==> src/rtl/meas_pkg.sv <==
// Shared types and default timing constants for the skew measurement strobe engine.
package meas_pkg;

    typedef enum logic [2:0] {
        IDLE,
        SETTLE,
        STROBE,
        CAPTURE,
        DONE
    } stb_state_t;

    localparam int STB_SETTLE_DEF = 8;
    localparam int STB_CAP_DEF    = 4;
    localparam int STB_NSAMP_DEF  = 5;

endpackage

==> src/rtl/sync_2ff.sv <==
// Generic 1-bit two-stage synchroniser for bringing an asynchronous level into clk_i.
module sync_2ff (
    input  logic clk_i,
    input  logic rst_i,
    input  logic d_i,
    output logic q_o
);

    logic meta_q;
    logic sync_q;

    always_ff @(posedge clk_i) begin
        if (rst_i) begin
            meta_q <= 1'b0;
            sync_q <= 1'b0;
        end else begin
            meta_q <= d_i;
            sync_q <= meta_q;
        end
    end

    assign q_o = sync_q;

endmodule

==> src/rtl/stb_sampler.sv <==
// Strobe-and-sample engine: settle, strobe, capture the synchronised comparator,
// repeat NUM_SAMPLES times and report a majority vote with a one-cycle valid pulse.
module stb_sampler
    import meas_pkg::*;
#(
    parameter int SETTLE_CYCLES = STB_SETTLE_DEF,
    parameter int CAP_DELAY     = STB_CAP_DEF,
    parameter int NUM_SAMPLES   = STB_NSAMP_DEF
) (
    input  logic       clk_i,
    input  logic       rst_i,
    input  logic       stb_req_i,
    output logic       stb_valid_o,
    output logic       cmp_result_o,
    output logic [7:0] ones_cnt_o,
    input  logic       cmp_i,
    output logic       stb_o,
    output logic       busy_o
);

    localparam int PHASE_MAX = (SETTLE_CYCLES > CAP_DELAY) ? SETTLE_CYCLES : CAP_DELAY;
    localparam int PW        = $clog2(PHASE_MAX + 1);

    localparam logic [PW-1:0] SETTLE_LAST = PW'(SETTLE_CYCLES - 1);
    localparam logic [PW-1:0] CAP_LAST    = PW'(CAP_DELAY - 1);
    localparam logic [7:0]    NS_LAST     = 8'(NUM_SAMPLES - 1);
    localparam logic [7:0]    HALF        = 8'(NUM_SAMPLES / 2);

    if ((NUM_SAMPLES < 1) || (NUM_SAMPLES > 255) || ((NUM_SAMPLES % 2) == 0)) begin : g_badNumSamples
        $error("stb_sampler: NUM_SAMPLES must be odd and within 1..255");
    end
    if (CAP_DELAY < 3) begin : g_badCapDelay
        $error("stb_sampler: CAP_DELAY must be at least 3");
    end
    if (SETTLE_CYCLES < 1) begin : g_badSettle
        $error("stb_sampler: SETTLE_CYCLES must be at least 1");
    end

    stb_state_t    state_q, state_d;
    logic [PW-1:0] phase_q, phase_d;
    logic [7:0]    sampleCnt_q, sampleCnt_d;
    logic [7:0]    onesCnt_q, onesCnt_d;
    logic [7:0]    onesOut_q, onesOut_d;
    logic          cmpResult_q, cmpResult_d;
    logic          stb_q, valid_q, busy_q;
    logic          cmpSync;
    logic [7:0]    onesNext;

    sync_2ff u_cmpSync (
        .clk_i (clk_i),
        .rst_i (rst_i),
        .d_i   (cmp_i),
        .q_o   (cmpSync)
    );

    // Results are published on the edge into DONE so they are already valid alongside stb_valid_o.
    always_comb begin
        state_d     = state_q;
        phase_d     = phase_q;
        sampleCnt_d = sampleCnt_q;
        onesCnt_d   = onesCnt_q;
        onesOut_d   = onesOut_q;
        cmpResult_d = cmpResult_q;
        onesNext    = onesCnt_q + {7'd0, cmpSync};

        case (state_q)
            IDLE: begin
                if (stb_req_i) begin
                    sampleCnt_d = 8'd0;
                    onesCnt_d   = 8'd0;
                    phase_d     = '0;
                    state_d     = SETTLE;
                end
            end
            SETTLE: begin
                if (phase_q == SETTLE_LAST) begin
                    phase_d = '0;
                    state_d = STROBE;
                end else begin
                    phase_d = phase_q + 1'b1;
                end
            end
            STROBE: begin
                phase_d = '0;
                state_d = CAPTURE;
            end
            CAPTURE: begin
                if (phase_q == CAP_LAST) begin
                    phase_d     = '0;
                    onesCnt_d   = onesNext;
                    sampleCnt_d = sampleCnt_q + 8'd1;
                    if (sampleCnt_q == NS_LAST) begin
                        onesOut_d   = onesNext;
                        cmpResult_d = (onesNext > HALF);
                        state_d     = DONE;
                    end else begin
                        state_d = SETTLE;
                    end
                end else begin
                    phase_d = phase_q + 1'b1;
                end
            end
            DONE: begin
                state_d = IDLE;
            end
            default: begin
                state_d = IDLE;
            end
        endcase
    end

    // Strobe, valid and busy are registered off the next state so they leave glitch-free flops.
    always_ff @(posedge clk_i) begin
        if (rst_i) begin
            state_q     <= IDLE;
            phase_q     <= '0;
            sampleCnt_q <= 8'd0;
            onesCnt_q   <= 8'd0;
            onesOut_q   <= 8'd0;
            cmpResult_q <= 1'b0;
            stb_q       <= 1'b0;
            valid_q     <= 1'b0;
            busy_q      <= 1'b0;
        end else begin
            state_q     <= state_d;
            phase_q     <= phase_d;
            sampleCnt_q <= sampleCnt_d;
            onesCnt_q   <= onesCnt_d;
            onesOut_q   <= onesOut_d;
            cmpResult_q <= cmpResult_d;
            stb_q       <= (state_d == STROBE);
            valid_q     <= (state_d == DONE);
            busy_q      <= (state_d != IDLE);
        end
    end

    assign stb_o        = stb_q;
    assign stb_valid_o  = valid_q;
    assign busy_o       = busy_q;
    assign ones_cnt_o   = onesOut_q;
    assign cmp_result_o = cmpResult_q;

endmodule

==> config.mk <==
export PLATFORM = sky130hd
export DESIGN_NAME = stb_sampler
export DESIGN_NICKNAME = d
export VERILOG_FILES = /design/src/rtl/meas_pkg.sv /design/src/rtl/sync_2ff.sv /design/src/rtl/stb_sampler.sv
export SDC_FILE = /design/constraint.sdc
export NUM_CORES = 1
export LEC_CHECK = 0
export CAP_MARGIN = 20
export CORE_ASPECT_RATIO = 1.5
export CORE_MARGIN = 5
export CORE_UTILIZATION = 60
export CTS_BUF_LIST = sky130_fd_sc_hd__clkbuf_16
export DETAILED_ROUTE_END_ITERATION = 8
export GPL_ROUTABILITY_DRIVEN = 0
export PLACE_DENSITY = 0.88
export SLEW_MARGIN = 10
export SYNTH_ARGS = -nofsm -noshare
export SYNTH_HDL_FRONTEND = slang
export SYNTH_SLANG_ARGS = --single-unit
==> constraint.sdc <==
create_clock -name clk_i -period 3.06 [get_ports clk_i]
set_input_delay 0.918 -clock clk_i [delete_from_list [all_inputs] [get_ports clk_i]]
set_output_delay 0.918 -clock clk_i [all_outputs]
set_load 0.02 [all_outputs]
==> out/metrics.cfg, run 1 <==
[setup_path]
worstPathArrival_ps = 2750
required_ps = 3270
crit_path_max_fanout = 9
cpLargestDelayFamily = simple AND/OR/NAND/NOR gates
worst-setup-path-type = primary input to flip-flop
cp-start-kind = primary input
crit_path_max_incr_delay_ps = 500
endpoint_kind = flip-flop
cpMaxStageDelayCell = clkdlybuf4s50_1
cp_cell_sequence = clkdlybuf4s50_1 -> or4b_1 -> a21boi_4 -> or4_1 -> a21oi_1
cp_num_buf_inv = 1

[clock_tree]
htreeDepth = 2
cts_made_buffers = 5
clk_pin_slew_worst_paths_ps = 50
cts_tree = done
cts_hold_buf = 0
cts_setup_buffers = 0
cts_sinks = 37
clockBufferDepth = 2
cts_resized = 0
clk_latency_ps = 280
clock-root-buffer = clkbuf_16

[die]
core_um2 = 2705
fp.dieH_um = 75.08
num_rows = 23
io_pins = 16
die_area_um2 = 4008
die_w_um = 53.39
start_util_pct = 62.63

[global_routing]
grt_max_degree = 18
grt_overflow_total = 0
grt_pass1_vias = 1426
track_usage_pct = 21.65
grt_antenna_before_repair = 0
grt_pass1_wl_mm = 6.299

[sta]
fin_ws_ps = 520.2
hold_violations = 0
setup_violations = 0
tns_ps = 0
slew_violations = 0
rsz0062_at_grt = no
worstMarginPinSlew_ps = 626.2
layout_min_cycle_time_ps = 2540
finClkSkew_ps = 2.862
max_freq_mhz = 393.7
relSlewSlack_pct = 57.88
fin_crit_sh_pct = 83.00

[final_layout]
area_growth_pct = 18.76
layout_commonest_cell = dfxtp_1
n_antenna_cell = 0
drive_gt1_share_pct = 6.667
fin_area_um2 = 2012
final_cell_mix = dfxtp_1, nor2_1, clkdlybuf4s50_1
fillers = 214
finish.utilization_pct = 74.38
fin_nets = 219

[routing]
routed-via-count = 1448
wl_met2_mm = 1.939
drt_iter0_markers = 37
wl_met1_mm = 1.408
highest_layer = met4
firstDrtPassIters = 4
drtAntennaViolNets = 0
routedWlPerCell_um = 14.53
route.met3.wl_um = 159
routed_wirelength_mm = 3.589
drc = 0
vias_per_cell = 5.862

[synthesis]
ys.warnings.count = 0
syn_avg_cell_area_um2 = 8.733
async_flop_share_pct = 0
synth_flop_cell = dfxtp_1
syn_inst = 194
syn-num-nets = 203
synth-seq-cells = 37
ys_seq_area_share_pct = 43.72
synth-edff-count = 0
syn-cell-area_um2 = 1694
synth_cell_types = 39

[power]
p_total_w = 0.0009997
power_density_nw_per_um2 = 496.9
p_leak_nw = 0.7402
peakVddDrop_uv = 577.5

[min_path]
hold_path.class = flip-flop to flip-flop

[place]
dp.final_hpwl_mm = 2.561
dpl_worst_slack_ps = 254.0
place_area_um2 = 1879
portBuffers = 15

[job]
max-cap-violations = 0

[status]
status = completed

-- power by group --
part           internal, W  switching (W)   total, W
combinational    0.0000189      0.0000258  0.0000447
sequential        0.000487     0.00000356   0.000491
clock             0.000290       0.000174   0.000464
-- cell type report --
cell class / count / area, um^2 / share of cell area (%)
timing repair buffer: 19 / 180.2 / 8.955
multi-input combinational: 145 / 904.6 / 44.96
clock buffer: 5 / 125.1 / 6.219
tap: 37 / 46.29 / 2.301
clock inverter: 2 / 7.507 / 0.3731
inverter: 2 / 7.507 / 0.3731
sequential: 37 / 740.7 / 36.82
-- sequential cells by signal (all words and copies together), names as in the netlist --
name	flops
onesCnt_q	8
u_cmpSync.meta_q	1
stb_valid_o	1
busy_o	1
cmp_result_o	1
stb_o	1
state_q	3
ones_cnt_o	8
u_cmpSync.q_o	1
sampleCnt_q	8
phase_q	4
-- kinds of logic (layout without fill, tap and decap cells) --
| kind of cell | Yosys count | in the layout | share of synthesized area, % |
|---|---|---|---|
| and+or+nand+nor | 87 | 87 | 26.15 |
| DFF | 37 | 37 | 43.72 |
| AOI/OAI and AO/OA | 35 | 35 | 13.81 |
| xor gates and xnor gates | 12 | 12 | 6.204 |
| buffers and inverters | 12 | 28 | 2.881 |
| muxes | 6 | 6 | 3.545 |
| adders and majority gates | 5 | 5 | 3.693 |
-- path summary, 6_finish.rpt --
kind / start / to / slack, ps / cells after the start
setup / recovery: stb_req_i / sampleCnt_q[7] / 520 / 5
hold / removal: u_cmpSync.meta_q / u_cmpSync.q_o / 440 / 1
setup reg to reg: phase_q[0] / ones_cnt_o[0] / 1000 / 8
hold reg to reg: u_cmpSync.meta_q / u_cmpSync.q_o / 440 / 1
-- synth_stat cells (2+ instances only) --
cell type,number,share of area [%]
nand3b_1,5,2.2
inv_1,2,0.44
o21ai_0,6,1.8
a211oi_1,5,2.2
nand2_1,13,2.9
a21oi_1,13,3.8
nor2b_1,6,2.2
nor2_1,30,6.6
and2_1,2,0.74
nand4_1,3,1.1
a311oi_1,2,1.0
and3_1,5,1.8
nand3_1,7,2.1
ha_1,5,3.7
dfxtp_1,37,44
buf_2,3,0.89
mux2i_1,6,3.5
nor3_1,7,2.1
xor2_1,7,3.6
xnor2_1,5,2.6
clkbuf_1,7,1.6
-- through the flow --
| step | hold WS, ps | instances |
|---|---|---|
| floorplan | 413.8 | 194 |
| global placement | 424.4 | 240 |
| detailed placement | 428.5 | 240 |
| CTS | 440.3 | 247 |
| global route | 457.6 | 247 |
| finish | 439.7 | 247 |
-- worst register-to-register path, cell delays in order, from the launching register on --
cell      delay, ps
dfxtp_1         390
ha_1            220
and4bb_2        290
and2_0          160
buf_4           210
and2_1          150
buf_4           220
mux2i_1         240
nor2_1           50
-- routing by layer --
metal,vias up,GRT usage [%]
li1,711,-
met1,695,22.86
met2,33,37.79
met3,9,6.139
met4,0,11.93
met5,-,0
No activity file was read; power rests on OpenSTA's default activity.
==> run 2: changes to the inputs <==
- CORE_UTILIZATION: 60 -> 50
- PLACE_DENSITY: 0.88 -> 0.79
- clock period: 3.06 -> 2.1 ns (I/O delays scaled with it)
==> run 2 against run 1 <==
Global-route usage is 5.7 points lower; cell area is 2.5% higher; utilization is 13 points lower; critical endpoint unchanged.
==> out/metrics.cfg, run 2 (same netlist as run 1, synthesis figures left out) <==
[clock_tree]
clk_pin_slew_worst_paths_ps = 50  ; about the same
clock-root-buffer = clkbuf_16
clockBufferDepth = 2  ; unchanged
cts_resized = 2  ; +2
clk_latency_ps = 280  ; about the same
cts_hold_buf = 0  ; unchanged
htreeDepth = 2  ; unchanged
cts_made_buffers = 5  ; unchanged
cts_setup_buffers = 0  ; unchanged
cts_sinks = 37  ; unchanged
cts_tree = done

[final_layout]
finalNonFillerCells = 257  ; +4.0%
fillers = 289  ; +35%
layout_commonest_cell = dfxtp_1
finish.utilization_pct = 61.54  ; -13 points
area_growth_pct = 21.71
drive_gt1_share_pct = 9.767  ; +3.1 points
n_antenna_cell = 0  ; unchanged
fin_nets = 224  ; +2.3%
regArea_um2 = 740.7  ; unchanged
final_cell_mix = dfxtp_1, nor2_1, clkdlybuf4s50_1
fin_area_um2 = 2062  ; +2.5%
multiInputGateArea_um2 = 908.4  ; +0.41%

[power]
p_total_w = 0.001481  ; +48%
p_sw_w = 0.0003075  ; +51%
netSwitchingFraction_pct = 20.77  ; +0.46 points
p_leak_nw = 0.7615  ; +2.9%
combPwrFrac_pct = 5.0  ; +0.5 points
p_clk_share_pct = 46.7  ; +0.3 points
seq_power_share_pct = 48.3  ; -0.8 points
peakVddDrop_uv = 628.7  ; +8.9%
p_int_w = 0.001173  ; +47%
power_density_nw_per_um2 = 718.1  ; +45%

[sta]
max_freq_mhz = 526.0
relSlewSlack_pct = 75.65  ; +18 points
fin_crit_sh_pct = 90.53
fin_ws_ps = 198.8  ; -321.4 ps
worstMarginPinSlew_ps = 364.4  ; -261.8 ps
slew_violations = 0  ; unchanged
hold_violations = 0  ; unchanged
rsz0062_at_grt = no
finClkSkew_ps = 4.014  ; +1.152 ps
setup_violations = 0  ; unchanged
layout_min_cycle_time_ps = 1901

[setup_path]
r2r_cells = 7  ; -1
cpMaxStageDelayCell = or4_1
endpoint_kind = flip-flop
rr_endpoint = cmp_result_o
required_ps = 2300  ; -970 ps
crit_path_max_incr_delay_ps = 490  ; about the same
cp-start-kind = primary input
ff2ff_setup_slack_ps = 270  ; -730 ps
worstPathArrival_ps = 2100  ; -650 ps
reg2reg_from = phase_q[0]
cp_cell_sequence = dlygate4sd2_1 -> or4b_4 -> a21boi_4 -> or4_1 -> a21oi_1
crit_path_max_fanout = 3  ; -6
worst-setup-path-type = primary input to flip-flop

[global_routing]
track_usage_pct = 15.91  ; -5.7 points
grt_antenna_before_repair = 0  ; unchanged
grt_pass1_wl_mm = 5.747  ; -8.8%
grt_pass1_vias = 1264  ; -11%
grt_max_degree = 22  ; +4
grt_overflow_total = 0  ; unchanged

[min_path]
hold_end = u_cmpSync.q_o
hold_path_startpoint = u_cmpSync.meta_q
hold_depth = 1  ; unchanged
hold_path.class = flip-flop to flip-flop

[routing]
firstDrtPassIters = 4  ; unchanged
routed-via-count = 1403  ; -3.1%
drt_iter0_markers = 35  ; -5.4%
drc = 0  ; unchanged
routedWlPerCell_um = 12.98  ; -11%
vias_per_cell = 5.459  ; -6.9%
drtAntennaViolNets = 0  ; unchanged
routed_wirelength_mm = 3.337  ; -7.0%

[die]
die_w_um = 57.53  ; +7.8%
num_rows = 26  ; +13%
core_um2 = 3351  ; +24%
fp.dieH_um = 81.29  ; +8.3%
start_util_pct = 50.56  ; -12 points
die_area_um2 = 4676  ; +17%
io_pins = 16  ; unchanged

[job]
max-cap-violations = 0  ; unchanged

[status]
status = completed

[place]
portBuffers = 15  ; unchanged
dp.final_hpwl_mm = 2.296  ; -10%
dp.cells = 250  ; +4.2%
place_area_um2 = 1923  ; +2.3%
dpl_worst_slack_ps = -351.6  ; -605.6 ps

-- run 2: cell count changes in the layout (fill, tap and decap cells not counted) --
cell,before,now
buf_4,4,9
clkinvlp_4,0,1
or4b_1,1,0
dlygate4sd2_1,0,1
inv_1,3,2
clkdlybuf4s50_1,15,14
or4b_4,0,1
-- run 2: cell type report --
class / count / area share [%]
tap: 42 / 2.549
timing repair buffer: 24 / 10.50
sequential: 37 / 35.92
clock buffer: 5 / 6.068
inverter: 2 / 0.3641
clock inverter: 2 / 0.5461
multi-input combinational: 145 / 44.05
-- run 2: power by group through the flow --
stage	logic [W]	registers (W)	clock network [W]
6_report	0.0000743	0.000715	0.000692
5_1_grt	0.0000816	0.000715	0.000742
4_1_cts	0.0000750	0.000714	0.000706
3_5_place_dp	0.0000735	0.000729	0
3_3_place_gp	0.0000739	0.000729	0
2_1_floorplan	0.0000415	0.000730	0
-- run 2: metal layers --
layer	up-vias	share of wire (%)	global-route usage (%)
met5	-	0	0
met4	0	2.5	7.657
met3	9	2.8	3.975
met2	19	50	26.13
met1	653	44	19.20
li1	722	-	-
-- run 2: through the flow --
step,setup TNS [ps],hold slack (ps)
floorplan,0,413.8
global placement,-1701,424.8
detailed placement,-1598,428.0
CTS,0,440.5
global route,0,466.8
finish,0,443.5
-- run 2: worst max-delay path by stage --
stage / start / end / slack [ps]
floorplan: stb_req_i / sampleCnt_q[7] / 70
global placement: stb_req_i / sampleCnt_q[7] / -330
detailed placement: stb_req_i / sampleCnt_q[7] / -350
CTS: stb_req_i / sampleCnt_q[7] / 210
global route: stb_req_i / sampleCnt_q[5] / 80
finish: stb_req_i / sampleCnt_q[7] / 200
-- run 2: worst max-delay path: cells and delay by family --
family          cells  cell delay [ps]
simple gates        2              960
buf+inv             1              220
compound gates      2              300
==> run 3: changes to the inputs <==
- CORE_UTILIZATION: 50 -> 51
- PLACE_DENSITY: 0.79 -> 0.8
- SYNTH_HIERARCHICAL: unset -> 1
==> run 3 against run 2 <==
Sequential share of layout area fell by 1.4 points; cell area rose by 4.1%; flip-flop and latch count did not move; non-clock buffer count did not move; final cell count rose by 1.6%; worst hold slack improved by 5.8 ps.
==> out/metrics.cfg, run 3 <==
[status]
status = completed

[sta]
layout_min_cycle_time_ps = 1955  ; +54.25 ps
worstMarginPinSlew_ps = 415.9  ; +51.50 ps
finClkSkew_ps = 4.764  ; +0.7494 ps
setup_violations = 0  ; unchanged
max_freq_mhz = 511.4  ; -2.8%
slew_violations = 0  ; unchanged
fin_crit_sh_pct = 93.12  ; +2.6 points
rsz0062_at_grt = no
relSlewSlack_pct = 72.12  ; -3.5 points
tns_ps = 0  ; unchanged
hold_violations = 0  ; unchanged

[final_layout]
fin_nets = 228  ; +1.8%
n_antenna_cell = 0  ; unchanged
drive_gt1_share_pct = 12.79  ; +3.0 points
area_growth_pct = 21.12
final_cell_mix = dfxtp_1, nor2_1, clkdlybuf4s50_1
finish.utilization_pct = 63.42  ; +1.9 points
finalNonFillerCells = 261  ; +1.6%
layout_commonest_cell = dfxtp_1

[setup_path]
cpLargestDelayFamily = simple AND/OR/NAND/NOR gates
cp_num_buf_inv = 1  ; unchanged
reg2reg_from = onesCnt_q[0]
required_ps = 2270  ; -30 ps
crit_path_max_incr_delay_ps = 720  ; +230 ps
worstPathArrival_ps = 2120  ; +20 ps
worst-setup-path-type = primary input to flip-flop
crit_path_max_fanout = 7  ; +4
cp_cell_sequence = clkdlybuf4s50_1 -> or4b_2 -> nand2b_2 -> nor2_1
cp-start-kind = primary input
endpoint_kind = flip-flop
crit_start = stb_req_i
cpMaxStageDelayCell = or4b_2

[routing]
routed-via-count = 1497  ; +6.7%
routed_wirelength_mm = 3.779  ; +13%
firstDrtPassIters = 4  ; unchanged
drt_iter0_markers = 66  ; +89%
routedWlPerCell_um = 14.48  ; +12%
drtAntennaViolNets = 0  ; unchanged
vias_per_cell = 5.736  ; +5.1%
drc = 0  ; unchanged

[global_routing]
grt_max_degree = 18  ; -18%
grt_antenna_before_repair = 0  ; unchanged
grt_overflow_total = 0  ; unchanged
track_usage_pct = 18.19  ; +2.3 points
grt_pass1_wl_mm = 6.534  ; +14%
grt_pass1_vias = 1489  ; +18%

[die]
io_pins = 16  ; unchanged
core_um2 = 3383  ; +0.97%
fp.dieH_um = 82.19  ; +1.1%
die_w_um = 58.13  ; +1.0%
start_util_pct = 52.37  ; +1.8 points
num_rows = 26  ; unchanged
die_area_um2 = 4777  ; +2.2%

[clock_tree]
cts_hold_buf = 0  ; unchanged
clockBufferDepth = 2  ; unchanged
htreeDepth = 2  ; unchanged
cts_setup_buffers = 0  ; unchanged
clock-root-buffer = clkbuf_16
clk_latency_ps = 280  ; about the same
cts_sinks = 37  ; unchanged
cts_made_buffers = 5  ; unchanged
cts_tree = done
clk_pin_slew_worst_paths_ps = 50  ; about the same

[synthesis]
synth-edff-count = 0  ; unchanged
yosys-top-cells-count = dfxtp_1, nor2_1, a21oi_1, nand2_1, nor3_1
syn_avg_cell_area_um2 = 8.903  ; +2.0%
synth_cell_types = 45  ; +15%
synth.largest_area_cell = dfxtp_1
syn-cell-area_um2 = 1772  ; +4.6%
synth_top_area_share_pct = 41.81  ; -1.9 points
ys.warnings.count = 6  ; +6
synth_flop_cell = dfxtp_1
syn_inst = 199  ; +2.6%
async_flop_share_pct = 0  ; unchanged
yosys.cell_count.top_type = dfxtp_1
syn-num-nets = 208  ; +2.5%
ys_seq_area_share_pct = 41.81  ; -1.9 points
synth-seq-cells = 37  ; unchanged
ys_top_cells_by_area = dfxtp_1, nor2_1, xnor2_1

[power]
p_leak_nw = 0.7385  ; -3.0%
peakVddDrop_uv = 680.2  ; +8.2%
power_density_nw_per_um2 = 697.0  ; -2.9%
p_total_w = 0.001496  ; +1.0%

[place]
dp.final_hpwl_mm = 2.694  ; +17%
dp.cells = 254  ; +1.6%
portBuffers = 15  ; unchanged

[job]
max-cap-violations = 0  ; unchanged

[min_path]
hold_path.class = flip-flop to flip-flop
hold_path_startpoint = u_cmpSync/meta_q

run 3: metal layers:
metal  vias up  global-route usage, %  share of wire, %  wire length [um]
li1        749                      -                 -                 -
met4         0                  12.76               3.1               119
met5         -                      0                 0                 0
met1       707                  19.10                40              1514
met3        10                  5.132               4.3               163
met2        31                  31.00                52              1983
run 3: path summary, 6_finish.rpt:
kind                    end  slack (ps)  depth (start not counted)
max reg2reg    onesCnt_q[6]         330                          6
min reg2reg   u_cmpSync/q_o         450                          1
min           u_cmpSync/q_o         450                          1
max          sampleCnt_q[5]         140                          4
run 3: power breakdown:
group | leakage (nW) | internal, W | switching [W]
combinational | 0.376 | 0.0000366 | 0.0000446
sequential | 0.299 | 0.000710 | 0.00000703
clock | 0.0633 | 0.000428 | 0.000270
total | 0.738 | 0.00117 | 0.000322
run 3: logic make-up after synthesis:
logic type	Yosys count	share of synthesized area, %
and+or+nand+nor	90	28.25
DFF	37	41.81
AOI/OAI and AO/OA	35	13.49
buffers and inverters	16	4.660
xor gates and xnor gates	11	5.438
muxes	5	2.825
adders and majority gates	5	3.531
run 3: final cells by class:
cell class,count,area (um^2)
fillers,294,1237
multi-input cells,146,954.7
flip-flops and latches,37,740.7
repair buffers,24,242.7
clock buffers,5,125.1
well taps,42,52.55
inverters,5,18.77
clock inverters,2,11.26
run 3: stage by stage:
| step | area (um^2) | setup WS (ps) | hold WS (ps) |
|---|---|---|---|
| 4_1_cts | 2140 | 138.7 | 452.5 |
| 5_1_grt | 2146 | 91.32 | 488.7 |
| 3_3_place_gp | 2003 | -101.5 | 418.9 |
| 3_5_place_dp | 2003 | -137.6 | 436.5 |
| 6_report | 2146 | 144.6 | 449.3 |
| 2_1_floorplan | 1772 | 436.0 | 413.8 |
run 3: what timing repair did:
action / in CTS / in global routing
hold endpoints to repair: 0 / 0
gates resized for setup: 0 / 1
endpoints found under the setup margin: 0 / 1
